==> src/rtl/cpc_rom_bootloader_if.sv <==
// Bundle between the control module's boot-data port, the SRAM write arbiter and
// the ROM bootloader.
// Boot-data handshake: a four-phase req/ack exchange where req and ack are both
// levels. The host raises req with host_bootdata stable. The loader raises ack
// once the word is stored. The host then drops req, and the loader drops ack.
// The host may raise req again only after it sees ack=0.
interface cpc_rom_bootloader_if #(
    parameter int ADDR_W = 19
);
    logic [31:0]       host_bootdata;
    logic              host_bootdata_req;
    logic              host_bootdata_ack;
    logic              wr_slot;
    logic [ADDR_W-1:0] romwrite_addr;
    logic [7:0]        romwrite_data;
    logic              romwrite_wr;
    logic              host_rom_initialised;
    logic [7:0]        rom_checksum;

    modport master (
        output host_bootdata, host_bootdata_req, wr_slot,
        input  host_bootdata_ack, romwrite_addr, romwrite_data, romwrite_wr,
        input  host_rom_initialised, rom_checksum
    );

    modport slave (
        input  host_bootdata, host_bootdata_req, wr_slot,
        output host_bootdata_ack, romwrite_addr, romwrite_data, romwrite_wr,
        output host_rom_initialised, rom_checksum
    );
endinterface

==> src/rtl/cpc_rom_bootloader.sv <==
// Streams the CPC system ROM image from host words into SRAM, one byte per granted
// write slot. Optional running checksum is enabled by CPC_BOOTLOADER_CHECKSUM_EN.
module cpc_rom_bootloader #(
    parameter int                ADDR_W    = 19,
    parameter logic [ADDR_W-1:0] BASE_ADDR = '0,
    parameter int                ROM_BYTES = 49152
) (
    input  logic                   ck16,
    input  logic                   pown_reset_n,
    cpc_rom_bootloader_if.slave    bus,
    output logic [2:0]             fsm_state
);
    typedef enum logic [2:0] {IDLE, WR0, WR1, WR2, WR3, ACK, DONE} state_t;

    localparam logic [ADDR_W-1:0] END_COUNT = ADDR_W'(ROM_BYTES);

    state_t            state;
    logic [31:0]       word;
    logic [ADDR_W-1:0] count;
    logic              ack;
    logic              initialised;
    logic              in_write;
    logic              write_edge;
    logic [7:0]        byte_sel;

    assign in_write   = (state == WR0) || (state == WR1) || (state == WR2) || (state == WR3);
    assign write_edge = in_write && bus.wr_slot;

    // Little-endian split: WR0 carries the lowest byte to the lowest address.
    always_comb begin
        byte_sel = 8'h00;
        case (state)
            WR0:     byte_sel = word[7:0];
            WR1:     byte_sel = word[15:8];
            WR2:     byte_sel = word[23:16];
            WR3:     byte_sel = word[31:24];
            default: byte_sel = 8'h00;
        endcase
    end

    assign bus.romwrite_addr        = BASE_ADDR + count;
    assign bus.romwrite_data        = byte_sel;
    assign bus.romwrite_wr          = write_edge;
    assign bus.host_bootdata_ack    = ack;
    assign bus.host_rom_initialised = initialised;
    assign fsm_state                = state;

    always_ff @(posedge ck16 or negedge pown_reset_n) begin
        if (!pown_reset_n) begin
            state       <= IDLE;
            word        <= '0;
            count       <= '0;
            ack         <= 1'b0;
            initialised <= 1'b0;
        end else begin
            case (state)
                IDLE: begin
                    if (bus.host_bootdata_req) begin
                        word  <= bus.host_bootdata;
                        state <= WR0;
                    end
                end
                WR0: if (bus.wr_slot) begin count <= count + 1'b1; state <= WR1; end
                WR1: if (bus.wr_slot) begin count <= count + 1'b1; state <= WR2; end
                WR2: if (bus.wr_slot) begin count <= count + 1'b1; state <= WR3; end
                WR3: if (bus.wr_slot) begin count <= count + 1'b1; state <= ACK; end
                ACK: begin
                    // Ack is raised one edge after entry, then held until req drops.
                    if (!ack) begin
                        ack <= 1'b1;
                    end else if (!bus.host_bootdata_req) begin
                        ack <= 1'b0;
                        if (count == END_COUNT) begin
                            state       <= DONE;
                            initialised <= 1'b1;
                        end else begin
                            state <= IDLE;
                        end
                    end
                end
                DONE: ack <= bus.host_bootdata_req;
                default: state <= IDLE;
            endcase
        end
    end

`ifdef CPC_BOOTLOADER_CHECKSUM_EN
    logic [7:0] sum;

    always_ff @(posedge ck16 or negedge pown_reset_n) begin
        if (!pown_reset_n) begin
            sum <= 8'h00;
        end else if (write_edge) begin
            sum <= sum + byte_sel;
        end
    end

    assign bus.rom_checksum = sum;
`else
    assign bus.rom_checksum = 8'h00;
`endif
endmodule
==> src/flat_wrapper.sv <==
// flat-port wrapper written by rule: the top's interface ports become plain ports
module cpc_rom_bootloader_flat 
#(
    parameter int                ADDR_W    = 19,
    parameter logic [ADDR_W-1:0] BASE_ADDR = '0,
    parameter int                ROM_BYTES = 49152
)
  (ck16, pown_reset_n, fsm_state, bus_host_bootdata, bus_host_bootdata_req, bus_wr_slot, bus_host_bootdata_ack, bus_romwrite_addr, bus_romwrite_data, bus_romwrite_wr, bus_host_rom_initialised, bus_rom_checksum);
  cpc_rom_bootloader_if #(.ADDR_W(ADDR_W)) bus_i ();
  input  logic ck16;
  input  logic pown_reset_n;
  output logic [2:0] fsm_state;
  input wire logic [$bits(bus_i.host_bootdata)-1:0] bus_host_bootdata;
  input wire logic [$bits(bus_i.host_bootdata_req)-1:0] bus_host_bootdata_req;
  input wire logic [$bits(bus_i.wr_slot)-1:0] bus_wr_slot;
  output wire logic [$bits(bus_i.host_bootdata_ack)-1:0] bus_host_bootdata_ack;
  output wire logic [$bits(bus_i.romwrite_addr)-1:0] bus_romwrite_addr;
  output wire logic [$bits(bus_i.romwrite_data)-1:0] bus_romwrite_data;
  output wire logic [$bits(bus_i.romwrite_wr)-1:0] bus_romwrite_wr;
  output wire logic [$bits(bus_i.host_rom_initialised)-1:0] bus_host_rom_initialised;
  output wire logic [$bits(bus_i.rom_checksum)-1:0] bus_rom_checksum;
  assign bus_i.host_bootdata = bus_host_bootdata;
  assign bus_i.host_bootdata_req = bus_host_bootdata_req;
  assign bus_i.wr_slot = bus_wr_slot;
  assign bus_host_bootdata_ack = bus_i.host_bootdata_ack;
  assign bus_romwrite_addr = bus_i.romwrite_addr;
  assign bus_romwrite_data = bus_i.romwrite_data;
  assign bus_romwrite_wr = bus_i.romwrite_wr;
  assign bus_host_rom_initialised = bus_i.host_rom_initialised;
  assign bus_rom_checksum = bus_i.rom_checksum;
  cpc_rom_bootloader #(.ADDR_W(ADDR_W), .BASE_ADDR(BASE_ADDR), .ROM_BYTES(ROM_BYTES)) u_core (.ck16(ck16), .pown_reset_n(pown_reset_n), .bus(bus_i), .fsm_state(fsm_state));
endmodule
==> config.mk <==
export PLATFORM = sky130hd
export DESIGN_NAME = cpc_rom_bootloader_flat
export DESIGN_NICKNAME = d
export VERILOG_FILES = /design/src/rtl/cpc_rom_bootloader_if.sv /design/src/rtl/cpc_rom_bootloader.sv /design/src/flat_wrapper.sv
export SDC_FILE = /design/constraint.sdc
export NUM_CORES = 1
export LEC_CHECK = 0
export ABC_AREA = 0
export BUFFER_PORTS_ARGS = -buffer_cell sky130_fd_sc_hd__buf_2
export CORE_MARGIN = 5
export CORE_UTILIZATION = 44
export CTS_CLUSTER_SIZE = 25
export DETAILED_ROUTE_END_ITERATION = 6
export GPL_TIMING_DRIVEN = 0
export PLACE_DENSITY = 0.72
export SKIP_LAST_GASP = 1
export SLEW_MARGIN = 15
export SYNTH_ARGS = -nofsm -noshare
export SYNTH_HDL_FRONTEND = slang
export SYNTH_SLANG_ARGS = --single-unit
==> constraint.sdc <==
create_clock -name ck16 -period 2.7 [get_ports ck16]
set_clock_uncertainty 0.15 [all_clocks]
set_input_delay 0.405 -clock ck16 [delete_from_list [all_inputs] [get_ports ck16]]
set_output_delay 0.405 -clock ck16 [all_outputs]
set_load 0.01 [all_outputs]
# Word-level counts from Yosys, hierarchy flattened
# Index checks and enable logic that the tools add are counted.
# totals
register_bits	56
out_inout_bits	41
wordCells	46
# op_classes
add_sub_neg	1
eq_ne	14
mux	13
bitwise_logic	2
reduce_logical	11
# op_table
operator	n
$pmux W8 S4	1
$mux W3	8
$pmux W3 S7	1
$add A19 B1 Y19 const B	1
$eq A19 B16 Y1 const B	1
$ne A2 B2 Y1 const B	6
$eq A3 B3 Y1 const B	3
$reduce_and A8 Y1	1
$eq A3 B2 Y1 const B	2
$reduce_and A2 Y1	2
$reduce_and A4 Y1	1
$reduce_or A4 Y1	1
$eq A3 B1 Y1 const B	1
$logic_not A3 Y1	1
$logic_or A1 B1 Y1	3
$mux W1	2
$ne A2 B1 Y1 const B	1
$not A1 Y1	2
$pmux W1 S2	1
$reduce_bool A2 Y1	1
$logic_and A1 B1 Y1	1

# Longest topological paths before layout
# logic_depth
word_depth	5
mapped_depth	6
mapped_depth_nobuf	6

# Worst setup path before layout
# OpenSTA, ideal clock, no wires.
# synth_timing
kind	register to output
from	reg u_core.state[0] (netlist: u_core.fsm_state[0])
to	out bus_romwrite_data[4]
arrival_ns	1.480
required_time_ns	2.145
slack_ns	0.665
path_stages_with_launch	5
n_path_buf	2
cell_sequence	dfrtp_1 clkbuf_1 clkbuf_1 mux2i_1 o22ai_1
# synth_between
elab_chain_cells	2
# synth_rtl
element	line	rtl
start, declared	cpc_rom_bootloader.sv:17	state_t state;
start signal, assigned	cpc_rom_bootloader.sv:50	state <= IDLE;
start signal, assigned	cpc_rom_bootloader.sv:60	state <= WR0;
start signal, assigned	cpc_rom_bootloader.sv:63	WR0: if (bus.wr_slot) begin count <= count + 1'b1; state <= WR1; end
$eq A3 B3 Y1 (tied with other cells)	cpc_rom_bootloader.sv:32	case (state)
$pmux W8 S4 *	cpc_rom_bootloader.sv:32	
end, declared	flat_wrapper.sv:18	output wire logic [$bits(bus_i.romwrite_data)-1:0] bus_romwrite_data;
# Every way passes the cells marked *; elsewhere a longest branch is shown, timed or not.

# Worst setup path in the final report
# layout_timing
from	reg u_core.state[1] (netlist: u_core.fsm_state[1])
to	out bus_romwrite_data[2]
# The elaborated chain is that of the path after synthesis.

==> results <==
- The flow ran to the end, but the final reports show violations.
- The final reports fail on hold timing.
- After synthesis the netlist holds a flip-flop and latch count of 56.
- Sequential cells account for 42.8% of the total power.
- The via count of the first global-routing pass is 1,992.
- The register area is 1400 um2.
- The leading cell type in the layout, fill and taps excluded is sky130_fd_sc_hd__buf_2.
- The initial antenna violation count is 0.
- In this run the tightest slew margin relative to its limit is 53.0%.
- The chip height is 88.6 um.
- The TritonCTS buffer count is 5.
- The overall die area is 7860 um2.
- The cell area after layout is roughly 3300 um2.
- The commonest register cell after synthesis is sky130_fd_sc_hd__dfrtp_1.
- Once detailed placement completed, the half-perimeter wirelength came to 4650 um.
- For this run the aggregate overflow at the end of global routing stands at 0.
- The number of vias per cell after detailed routing is approximately 5.2.
- Setup repair after global routing left no endpoint under its margin.
- The mapped cell area is between 2000 and 3000 um2.
- The number of setup buffers added after CTS is 0.
- In this run the critical register-to-register path is launched from u_core.fsm_state[2].
- IR analysis of the VDD net gives a maximum drop of 0.000511 V.
- The floorplan has 28 rows.
- The post-route netlist has 39.7% of its cells at a drive strength greater than 1.
- In this run, the number of DRC markers left after iteration 0 of detailed routing was 118.
- In this run the static leakage power is 1.54 nW.
- Cells fill 54.9% of the core in the end.
- The clock transition time at the flip-flop clock pins of the worst setup and hold paths is 90 ps.
- The count of cell types in the netlist is 38.
- Once placement completed, the tool counted placed cells totaling 383.
- By area the synthesized netlist is led by sky130_fd_sc_hd__dfrtp_1 51%, sky130_fd_sc_hd__mux2_2 14%, sky130_fd_sc_hd__xnor2_1 3.9%.
- A synthesized cell averages ~12 um2.
- The count of TritonRoute iterations in the first routing pass is 4.
- The minimum setup slack after placement is ~290 ps.
- The number of nets still failing antenna checks after routing is 0.
- The type of origin of the critical path is a flop.
- The overall fraction of global-route tracks in use is between 15 and 20%.
- The class of the most critical hold timing path is in2async.
- The switching power is around 1.2 mW.
- The count of synthesis-stage warnings from yosys is 0.
- The arrival time at the worst endpoint is around 2000 ps.
- The die outline width is 88.6 um.
- The internal power contribution is 2.08 mW.
- At the end of routability-driven placement, the weighted congestion stood at around 0.8.
- The relative area change from synthesis to final layout is 20.2%.
- Summing internal, switching and leakage power gives 3.32 mW.
- The fraction of the yosys area taken by sequential cells is about 51%.
- For this run, the number of standard cells in the final layout without fillers is 390.
- TritonCTS built the clock tree.
- sky130_fd_sc_hd__dfrtp_1 takes more of the synthesized area than any other cell.
- The highest net fanout along the worst path is 10.
- The count of port buffers added during placement is 68.
- The final worst-path cycle share is 93.7%.
- The detail-routed net length per standard cell is 15.5 um.
- The initial utilization of the core area, before any placement, comes to 45.7%.
- The clock reaches the later pin of the worst-skew pair after 300 ps.
- After detailed routing, the number of remaining DRC violations is 0.
- Setup slack on the critical path of the routed design comes to about 170 ps.
- The area share of the leading cell type in the synthesized netlist is approximately half.
- The worst endpoint required time is 2140 ps.
- The final-report setup violation count is 0.
- The slew at the pin closest to its max-slew limit is 706 ps.
- The maximum number of pins on one net before global-route repair is 57.
- The core footprint is 5960 um2.
- Derived from the worst setup path, the maximum achievable clock frequency is slightly below 0.4 GHz.
- The max-slew violation count is 0.
- The worst setup path is captured at an output pin.
- The minimum hold slack is -15.0 ps.
- The multi-input logic area is roughly 1200 um2.
- The post-synthesis async set-or-reset flop share is 100%.
- The worst-case clock buffer depth is 2.
- Of the total power, the clock network draws 13.1%.
- The first-pass GRT wire length is 9760 um.
- The routed layout has roughly 2,000 vias.
- The number of antenna diodes in the final layout is 0.
- The placed instances occupy a cell area of 3180 um2.
- The cell at the root of the clock tree is sky130_fd_sc_hd__clkbuf_8.
- The top cell types in the final layout, fill and taps aside, are 68 x sky130_fd_sc_hd__buf_2, 56 x sky130_fd_sc_hd__dfrtp_1, 33 x sky130_fd_sc_hd__mux2_2.
- The critical path in this run is classified as reg2out.
- The count of flip-flops with a built-in enable after synthesis is 0.
- The final-layout fill cell count is 541.
- The CTS sink count is 56.
- The tool flagged a number of max-cap violations equal to 0.
- Net switching is 37.3% of the power.
- The hold violation count in the final report was 11.
- 77 I/O pins were placed.
- The power density over the cells is 1010 nW/um2.
- Synthesis handed over a netlist of about 230 instances.
- Summed over all layers, the routed wires come to 6050 um.
- The shortest clock period the worst path allows after layout is 2530 ps.
- In the final design database the tool counted 353 nets.
- Setup total negative slack on the finished layout was measured at 0 ps.
- The critical path starts at u_core.fsm_state[1].
- The number of H-tree branching levels is 2.
- The share of total power in combinational logic is 44.1%.
==> worst max-delay path, stage by stage (launching register included) <==
cell	delay, ps
sky130_fd_sc_hd__dfrtp_1	470
sky130_fd_sc_hd__clkbuf_1	440
sky130_fd_sc_hd__nor2b_1	160
sky130_fd_sc_hd__a22oi_1	270
sky130_fd_sc_hd__o22ai_1	160
sky130_fd_sc_hd__buf_2	170
==> cell usage after synthesis (2+ instances only) <==
library cell and number:
sky130_fd_sc_hd__mux2i_1 8, sky130_fd_sc_hd__buf_4 8, sky130_fd_sc_hd__xnor2_1 12, sky130_fd_sc_hd__o21ai_0 5, sky130_fd_sc_hd__nor2_1 7, sky130_fd_sc_hd__mux2_2 33
sky130_fd_sc_hd__o22ai_1 10, sky130_fd_sc_hd__nand4_1 6, sky130_fd_sc_hd__nor3b_1 2, sky130_fd_sc_hd__ha_1 2, sky130_fd_sc_hd__nand2_1 8, sky130_fd_sc_hd__dfrtp_1 56
sky130_fd_sc_hd__nor2b_1 5, sky130_fd_sc_hd__inv_1 7, sky130_fd_sc_hd__nand3_1 6, sky130_fd_sc_hd__xor2_1 6, sky130_fd_sc_hd__nand2b_1 3, sky130_fd_sc_hd__and3_1 3
sky130_fd_sc_hd__a211o_1 2, sky130_fd_sc_hd__a22oi_1 8, sky130_fd_sc_hd__clkbuf_1 9, sky130_fd_sc_hd__a21oi_1 5, sky130_fd_sc_hd__nor4_1 5, sky130_fd_sc_hd__nor3_1 3
==> cells by family (layout without fill, tap and decap cells) <==
family / after synthesis / count (layout) / share of synthesized area [%]
DFF: 56 / 56 / 51.5
adders and majority gates: 2 / 2 / 0.919
muxes: 41 / 41 / 16.6
other: 1 / 8 / 0.138
and+or+nand+nor: 54 / 54 / 11.4
AOI/OAI and AO/OA: 36 / 36 / 9.10
buffers and inverters: 25 / 100 / 4.60
xor gates and xnor gates: 18 / 18 / 5.79
==> state kept, by name (all words and copies together), names as in the netlist <==
register	flops
u_core.fsm_state	3
u_core.word	32
u_core.bus.host_rom_initialised	1
u_core.count	19
u_core.bus.host_bootdata_ack	1
==> worst paths after layout <==
check                                                  end  cells past startpoint  slack, ps
max                                   bus_romwrite_data[2]                      5        170
min                                        u_core.count[3]                      1        -10
max reg2reg                                u_core.word[27]                      4        310
min reg2reg                u_core.bus.host_rom_initialised                      1        350
max in group asynchronous                  u_core.word[10]                      1       1940
min in group ck16                          u_core.word[11]                      2        170
==> power groups by stage <==
stage	combinational (mW)	sequential [mW]	clock [mW]
finish	1.46	1.42	0.435
CTS	1.46	1.42	0.446
global placement	1.43	1.42	0
detailed placement	1.46	1.44	0
floorplan	1.00	1.41	0
global route	1.61	1.47	0.488
==> area by class of cell <==
class / instances / share of cell area [%]
tap: 75 / 2.87
timing repair buffer: 68 / 10.5
clock buffer: 6 / 2.22
multi-input combinational: 159 / 37.5
sequential: 56 / 42.8
clock inverter: 1 / 0.153
buffer: 18 / 3.14
inverter: 7 / 0.803
==> timing repair <==
action                     4_1_cts  5_1_grt
gates resized for setup          1        6
setup endpoints to repair        3        8
hold buffers                     0        0
==> routing by layer <==
metal  track usage, %  up-vias  part of all wire [%]
met3             3.35        8                   5.9
met1             22.7      992                    46
met5                0        -                     0
li1                 -      985                     -
met4             5.08        0                   1.8
met2             24.8       53                    47
Power figures use the tool's default switching activity.
